[src/rtl/score_display_scan.sv]
// score_display_scan: 3-digit multiplexed 7-segment score display with a
// sequential binary-to-BCD converter and fixed finish/game-over messages.
module score_display_scan #(
    parameter int CLK_HZ   = 100_000_000,
    parameter int SCAN_HZ  = 1000,
    parameter int BLINK_HZ = 2,
    parameter int VALUE_W  = 11
) (
    input  logic               clock,
    input  logic               reset,
    input  logic               disp_on,
    input  logic [1:0]         mode,
    input  logic [VALUE_W-1:0] score,
    output logic [6:0]         seg,
    output logic [2:0]         an,
    output logic               dp,
    output logic               bcd_busy
);
    localparam int SCAN_DIV  = CLK_HZ / SCAN_HZ;
    localparam int BLINK_DIV = CLK_HZ / (2 * BLINK_HZ);
    localparam int SW = (SCAN_DIV > 1) ? $clog2(SCAN_DIV) : 1;
    localparam int BW = (BLINK_DIV > 1) ? $clog2(BLINK_DIV) : 1;
    localparam int IW = (VALUE_W > 1) ? $clog2(VALUE_W) : 1;
    localparam logic [SW-1:0] SCAN_LAST  = SW'(SCAN_DIV - 1);
    localparam logic [BW-1:0] BLINK_LAST = BW'(BLINK_DIV - 1);
    localparam logic [IW-1:0] ITER_LAST  = IW'(VALUE_W - 1);
    localparam logic [VALUE_W-1:0] MAX_SCORE = VALUE_W'(999);

    typedef enum logic [1:0] {IDLE, SHIFT, DONE} conv_t;

    conv_t              state;
    logic [VALUE_W-1:0] last_score;
    logic [VALUE_W-1:0] cur_score;
    logic [VALUE_W-1:0] bin;
    logic [11:0]        bcd;
    logic [11:0]        bcd_adj;
    logic [11:0]        pend_bcd;
    logic [11:0]        shown;
    logic [IW-1:0]      iter;

    logic          disp_q;
    logic [1:0]    mode_q;
    logic [SW-1:0] scan_cnt;
    logic [BW-1:0] blink_cnt;
    logic [1:0]    idx;
    logic          phase;
    logic          scan_tick;
    logic          blink_tick;

    logic [3:0] digit;
    logic [3:0] code;
    logic       lead;
    logic       lit;
    logic [6:0] glyph;

    assign scan_tick  = (scan_cnt == SCAN_LAST);
    assign blink_tick = (blink_cnt == BLINK_LAST);
    assign bcd_busy   = (state == SHIFT);
    assign dp         = 1'b1;

    always_comb begin
        bcd_adj = bcd;
        for (int i = 0; i < 3; i++) begin
            if (bcd[4*i +: 4] >= 4'd5)
                bcd_adj[4*i +: 4] = bcd[4*i +: 4] + 4'd3;
        end
    end

    // Input is clamped before shifting, so the 12-bit BCD field never overflows.
    always_ff @(posedge clock) begin
        if (reset) begin
            state      <= IDLE;
            last_score <= '0;
            cur_score  <= '0;
            bin        <= '0;
            bcd        <= '0;
            pend_bcd   <= '0;
            iter       <= '0;
        end else begin
            unique case (state)
                IDLE: begin
                    if (score != last_score) begin
                        cur_score <= score;
                        bin       <= (score > MAX_SCORE) ? MAX_SCORE : score;
                        bcd       <= '0;
                        iter      <= '0;
                        state     <= SHIFT;
                    end
                end
                SHIFT: begin
                    {bcd, bin} <= {bcd_adj[10:0], bin, 1'b0};
                    iter       <= iter + IW'(1);
                    if (iter == ITER_LAST)
                        state <= DONE;
                end
                DONE: begin
                    pend_bcd   <= bcd;
                    last_score <= cur_score;
                    state      <= IDLE;
                end
                default: state <= IDLE;
            endcase
        end
    end

    always_ff @(posedge clock) begin
        if (reset) begin
            disp_q    <= 1'b0;
            mode_q    <= 2'd0;
            scan_cnt  <= '0;
            blink_cnt <= '0;
            idx       <= 2'd0;
            shown     <= '0;
            phase     <= 1'b1;
        end else begin
            disp_q    <= disp_on;
            mode_q    <= mode;
            scan_cnt  <= scan_tick ? '0 : scan_cnt + SW'(1);
            blink_cnt <= blink_tick ? '0 : blink_cnt + BW'(1);
            if (scan_tick) begin
                idx <= (idx == 2'd2) ? 2'd0 : idx + 2'd1;
                if (idx == 2'd2)
                    shown <= pend_bcd;
            end
            if (mode == 2'd3 && mode_q != 2'd3)
                phase <= 1'b1;
            else if (blink_tick)
                phase <= ~phase;
        end
    end

    // Message codes: C,P,O = A,B,C and G,V,r = D,E,F, leftmost at idx 2.
    always_comb begin
        digit = shown[3:0];
        lead  = 1'b0;
        unique case (idx)
            2'd1: begin
                digit = shown[7:4];
                lead  = (shown[11:4] == 8'd0);
            end
            2'd2: begin
                digit = shown[11:8];
                lead  = (shown[11:8] == 4'd0);
            end
            default: digit = shown[3:0];
        endcase
        code = digit;
        unique case (mode_q)
            2'd2:    code = 4'hC - {2'b00, idx};
            2'd3:    code = 4'hF - {2'b00, idx};
            default: code = digit;
        endcase
    end

    always_comb begin
        glyph = 7'h7F;
        unique case (code)
            4'h0: glyph = 7'h40;
            4'h1: glyph = 7'h79;
            4'h2: glyph = 7'h24;
            4'h3: glyph = 7'h30;
            4'h4: glyph = 7'h19;
            4'h5: glyph = 7'h12;
            4'h6: glyph = 7'h02;
            4'h7: glyph = 7'h78;
            4'h8: glyph = 7'h00;
            4'h9: glyph = 7'h10;
            4'hA: glyph = 7'h46;
            4'hB: glyph = 7'h0C;
            4'hC: glyph = 7'h40;
            4'hD: glyph = 7'h42;
            4'hE: glyph = 7'h41;
            4'hF: glyph = 7'h2F;
            default: glyph = 7'h7F;
        endcase
    end

    always_comb begin
        lit = disp_q && !scan_tick && (mode_q != 2'd0)
            && !(mode_q == 2'd3 && !phase)
            && !(mode_q == 2'd1 && lead);
        an  = lit ? ~(3'b001 << idx) : 3'b111;
        seg = lit ? glyph : 7'h7F;
    end

endmodule

[config.mk]
export PLATFORM = sky130hd
export DESIGN_NAME = score_display_scan
export DESIGN_NICKNAME = d
export VERILOG_FILES = /design/src/rtl/score_display_scan.sv
export SDC_FILE = /design/constraint.sdc
export NUM_CORES = 1
export LEC_CHECK = 0
export BUFFER_PORTS_ARGS = -buffer_cell sky130_fd_sc_hd__buf_2
export CAP_MARGIN = 10
export CORE_MARGIN = 2
export CORE_UTILIZATION = 55
export CTS_CLUSTER_DIAMETER = 50
export DETAILED_ROUTE_END_ITERATION = 16
export PLACE_DENSITY = 0.75
export SYNTH_ARGS = -nofsm -noshare
export SYNTH_HDL_FRONTEND = slang
export SYNTH_SLANG_ARGS = --single-unit
[constraint.sdc]
create_clock -name clock -period 2.2 [get_ports clock]
set_input_delay 0.33 -clock clock [delete_from_list [all_inputs] [get_ports clock]]
set_output_delay 0.33 -clock clock [all_outputs]
set_load 0.01 [all_outputs]
==> out/summary.md <==
• outcome: finished with violations
• violations in the final reports: setup timing
• Worst slew margin: 62.1%
• FMAX: 0.363 GHz
• WP data required: 1.87 ns
• part of the cycle the worst path needs: 125%
• nature of the critical path startpoint: flop
• worst setup slack after placement: -0.197 ns
• Post-Synthesis Net Count: 684
• cell type with the largest total area after synthesis: sky130_fd_sc_hd__dfxtp_1
• final instance area: 0.00732 mm2
• port bufs: 26
• number of failing hold endpoints at the final stage: 0
• proportion of synthesized flip-flops having asynchronous set or reset: 0%
• Area growth, synth to finish: 25.9%
• antenna diode instance count: 0
• antenna violations before repair: 0
• top-count cell post-synth: sky130_fd_sc_hd__dfxtp_1
• pin count of the biggest net entering global routing: 80
• total power of the final layout: 5.35 mW
• Period minus WS final: 2.75 ns
• clock tree from TritonCTS: done
• Post-synth top cells: sky130_fd_sc_hd__dfxtp_1 (123), sky130_fd_sc_hd__nor2_1 (91), sky130_fd_sc_hd__nand2_1 (79)
• final design utilization: 71.2%
• Syn Inst Count: 650
• post-synthesis instance area: 0.00581 mm2
• kind of path behind the tightest hold check: in2reg
• final count of negative-setup-slack endpoints: 10
• library cell used as clock root buffer: sky130_fd_sc_hd__clkbuf_8
• latest clock arrival within the worst-skew pair: 0.53 ns
• number of nets at the end of the flow: 761
• global-route wire length before repair: 23,100 um
• number of clock buffers inserted by TritonCTS: 17
• # rows: 37
• die span in x: 107 um
• Clock H-tree levels: 4
• max-cap check violation count: 0
• final worst clock skew: 0.0135 ns
• Die Area: 0.0114 mm2
• Via-to-Cell Ratio: 5.60
• Post-Route Hold Slack: 0.0176 ns
• floorplan core area: 0.0103 mm2
• setup repair after global routing missed its margin: true
• total global-route track usage: 25.5%
• arrival time of data at the critical path endpoint: 2.42 ns
• share of synthesized area occupied by flip-flops and latches: 42.4%
• dominant cells by area after synthesis: sky130_fd_sc_hd__dfxtp_1 (42%), sky130_fd_sc_hd__xor2_1 (6.2%), sky130_fd_sc_hd__nor2_1 (5.9%), sky130_fd_sc_hd__nand2_1 (5.1%), sky130_fd_sc_hd__mux2i_1 (4.7%)
• number of global-route vias before repair: 5,027
• Lkg Pwr: 2.79 nW
• Antenna Violating Nets Remaining: 0
• placed standard-cell area: 0.00635 mm2
• final routed DRC violation total: 0
• Sum Neg Setup Slack: -4.57 ns
• register clock-pin slew on the reported worst setup and hold paths: 0.06 ns
• starting density of the core: 56.5%
• total I/O pin count: 28
• Critical Setup Path Class: reg2out
• synth unique cells: 63
• Pwr per Cell Area: 732 mW/mm2
• most common flop cell mapped by yosys: sky130_fd_sc_hd__dfxtp_1
• number of synthesized flops with an enable pin: 0
• Final Wtd Congestion: 0.875
• wirelength, routed: 13,900 um
• proportion of layout cells with a drive suffix above 1: 24.9%
• mean cell area of the mapped netlist: 8.94 um2
• largest vdd supply drop: 682 uV
• final routed wire length divided by cell count: 15.9 um
• CP endpoint kind: primary output
• HPWL after detailed placement: 8730 um
• worst slew pin tran: 0.562 ns
• post-cts hold buffer count: 0
• Initial DRC Count: 220
• Worst Path Max Fanout: 5
• final worst-path setup slack: -0.554 ns
• Cell Count, Final, Fillers Out: 874
• Bufs on Longest Clock Path: 2
• number of vias after detailed routing: 4,896
• Synth Register Bits: 123
• area share of the largest cell type after synthesis: 42.4%
• count of final max-slew check failures: 0
• total gr overflow: 0
• height of the die: 107 um
• number of search-and-repair iterations in the first detailed-routing pass: 4
• clk sink count: 123
• Yosys warnings: 0
• Placed Cells: 827
## state kept, by name, summed over array words and instances (netlist names)
| register | cells |
|---|---|
| blink_cnt | 25 |
| bin | 11 |
| shown | 12 |
| phase | 1 |
| disp_q | 1 |
| bcd | 12 |
| scan_cnt | 17 |
| idx | 2 |
| iter | 4 |
| pend_bcd | 12 |
| last_score | 11 |
| mode_q | 2 |
| cur_score | 11 |
| state | 2 |
## layout by cell type, fill, tap and decap left out, types with 4 or more instances in the layout
| master | count |
|---|---|
| sky130_fd_sc_hd__buf_4 | 48 |
| sky130_fd_sc_hd__xor2_1 | 41 |
| sky130_fd_sc_hd__a21oi_2 | 5 |
| sky130_fd_sc_hd__o32ai_2 | 4 |
| sky130_fd_sc_hd__or3_2 | 4 |
| sky130_fd_sc_hd__nand4_1 | 12 |
| sky130_fd_sc_hd__nor2_1 | 89 |
| sky130_fd_sc_hd__nand3_1 | 25 |
| sky130_fd_sc_hd__nor3_2 | 4 |
| sky130_fd_sc_hd__o211ai_1 | 4 |
| sky130_fd_sc_hd__mux2i_1 | 26 |
| sky130_fd_sc_hd__clkbuf_1 | 4 |
| sky130_fd_sc_hd__inv_1 | 17 |
| sky130_fd_sc_hd__o21ai_0 | 10 |
| sky130_fd_sc_hd__o211ai_2 | 4 |
| sky130_fd_sc_hd__nor3_1 | 5 |
| sky130_fd_sc_hd__nor2b_1 | 4 |
| sky130_fd_sc_hd__xnor2_1 | 17 |
| sky130_fd_sc_hd__a21oi_1 | 34 |
| sky130_fd_sc_hd__dfxtp_1 | 120 |
| sky130_fd_sc_hd__nand2b_1 | 9 |
| sky130_fd_sc_hd__and4_1 | 5 |
| sky130_fd_sc_hd__buf_12 | 4 |
| sky130_fd_sc_hd__and3_1 | 8 |
| sky130_fd_sc_hd__nand2_1 | 76 |
| sky130_fd_sc_hd__clkbuf_16 | 16 |
| sky130_fd_sc_hd__inv_2 | 5 |
| sky130_fd_sc_hd__ha_1 | 11 |
| sky130_fd_sc_hd__buf_2 | 23 |
| sky130_fd_sc_hd__ha_4 | 7 |
| sky130_fd_sc_hd__buf_6 | 12 |
## final timing paths
kind	depth (start not counted)	slack, ns	endpoint	from
worst min-delay path	2	0.02	disp_q$_SDFF_PP0_	disp_on
worst max register to register	5	0.23	bcd[7]$_SDFFE_PP0P_	state[1]$_SDFFE_PP0P_
worst min register to register	2	0.45	last_score[2]$_SDFFE_PP0N_	cur_score[2]$_SDFFE_PP0P_
worst max-delay path	10	-0.55	seg[5]	idx[1]$_SDFFE_PP0P_
## kinds of logic after synthesis
group                    share of synthesized area [%]
adder cells (fa/ha/maj)                           3.88
multiplexers                                      4.65
buffers and inverters                             4.29
other                                           0.0646
AND/OR/NAND/NOR                                   22.4
AO/OA/AOI/OAI                                     13.6
flip-flops                                        42.4
XOR/XNOR                                          8.74
## area by class of cell
type / instances / area [um2]
Timing Repair Buffer: 87 / 691
Sequential cell: 123 / 2470
Fill cell: 770 / 2960
Clock inverter: 8 / 120
Inverter: 24 / 95.1
Clock buffer: 22 / 443
Tap cell: 136 / 170
Multi-Input combinational cell: 474 / 3330
## repair_timing
action                     CTS  global route
pin swaps                   18            15
setup endpoints to repair   22            10
resized for setup           44            19
buffers inserted            11             6
## power by group
| group | switching [mW] | total (mW) | internal [mW] | leakage, nW |
|---|---|---|---|---|
| combinational | 0.196 | 0.347 | 0.151 | 1.52 |
| clock | 0.957 | 2.69 | 1.73 | 0.271 |
| sequential | 0.0399 | 2.32 | 2.28 | 1.00 |
## routing by layer
metal	vias up	GRT usage [%]	part of all wire, %
li1	2400	-	-
met1	2362	27.6	41
met2	99	46.3	53
met3	35	6.63	3.2
met4	0	11.7	2.7
met5	-	0	0
## critical path: stages (launching register included)
cell	delay, ns
sky130_fd_sc_hd__dfxtp_4	0.36
sky130_fd_sc_hd__inv_4	0.04
sky130_fd_sc_hd__buf_6	0.12
sky130_fd_sc_hd__ha_4	0.18
sky130_fd_sc_hd__a221oi_2	0.28
sky130_fd_sc_hd__o22ai_2	0.15
sky130_fd_sc_hd__buf_4	0.17
sky130_fd_sc_hd__buf_6	0.11
sky130_fd_sc_hd__o211ai_1	0.20
sky130_fd_sc_hd__nand3_1	0.13
sky130_fd_sc_hd__buf_2	0.17
Note: power is estimated with default switching activity, not from simulation.
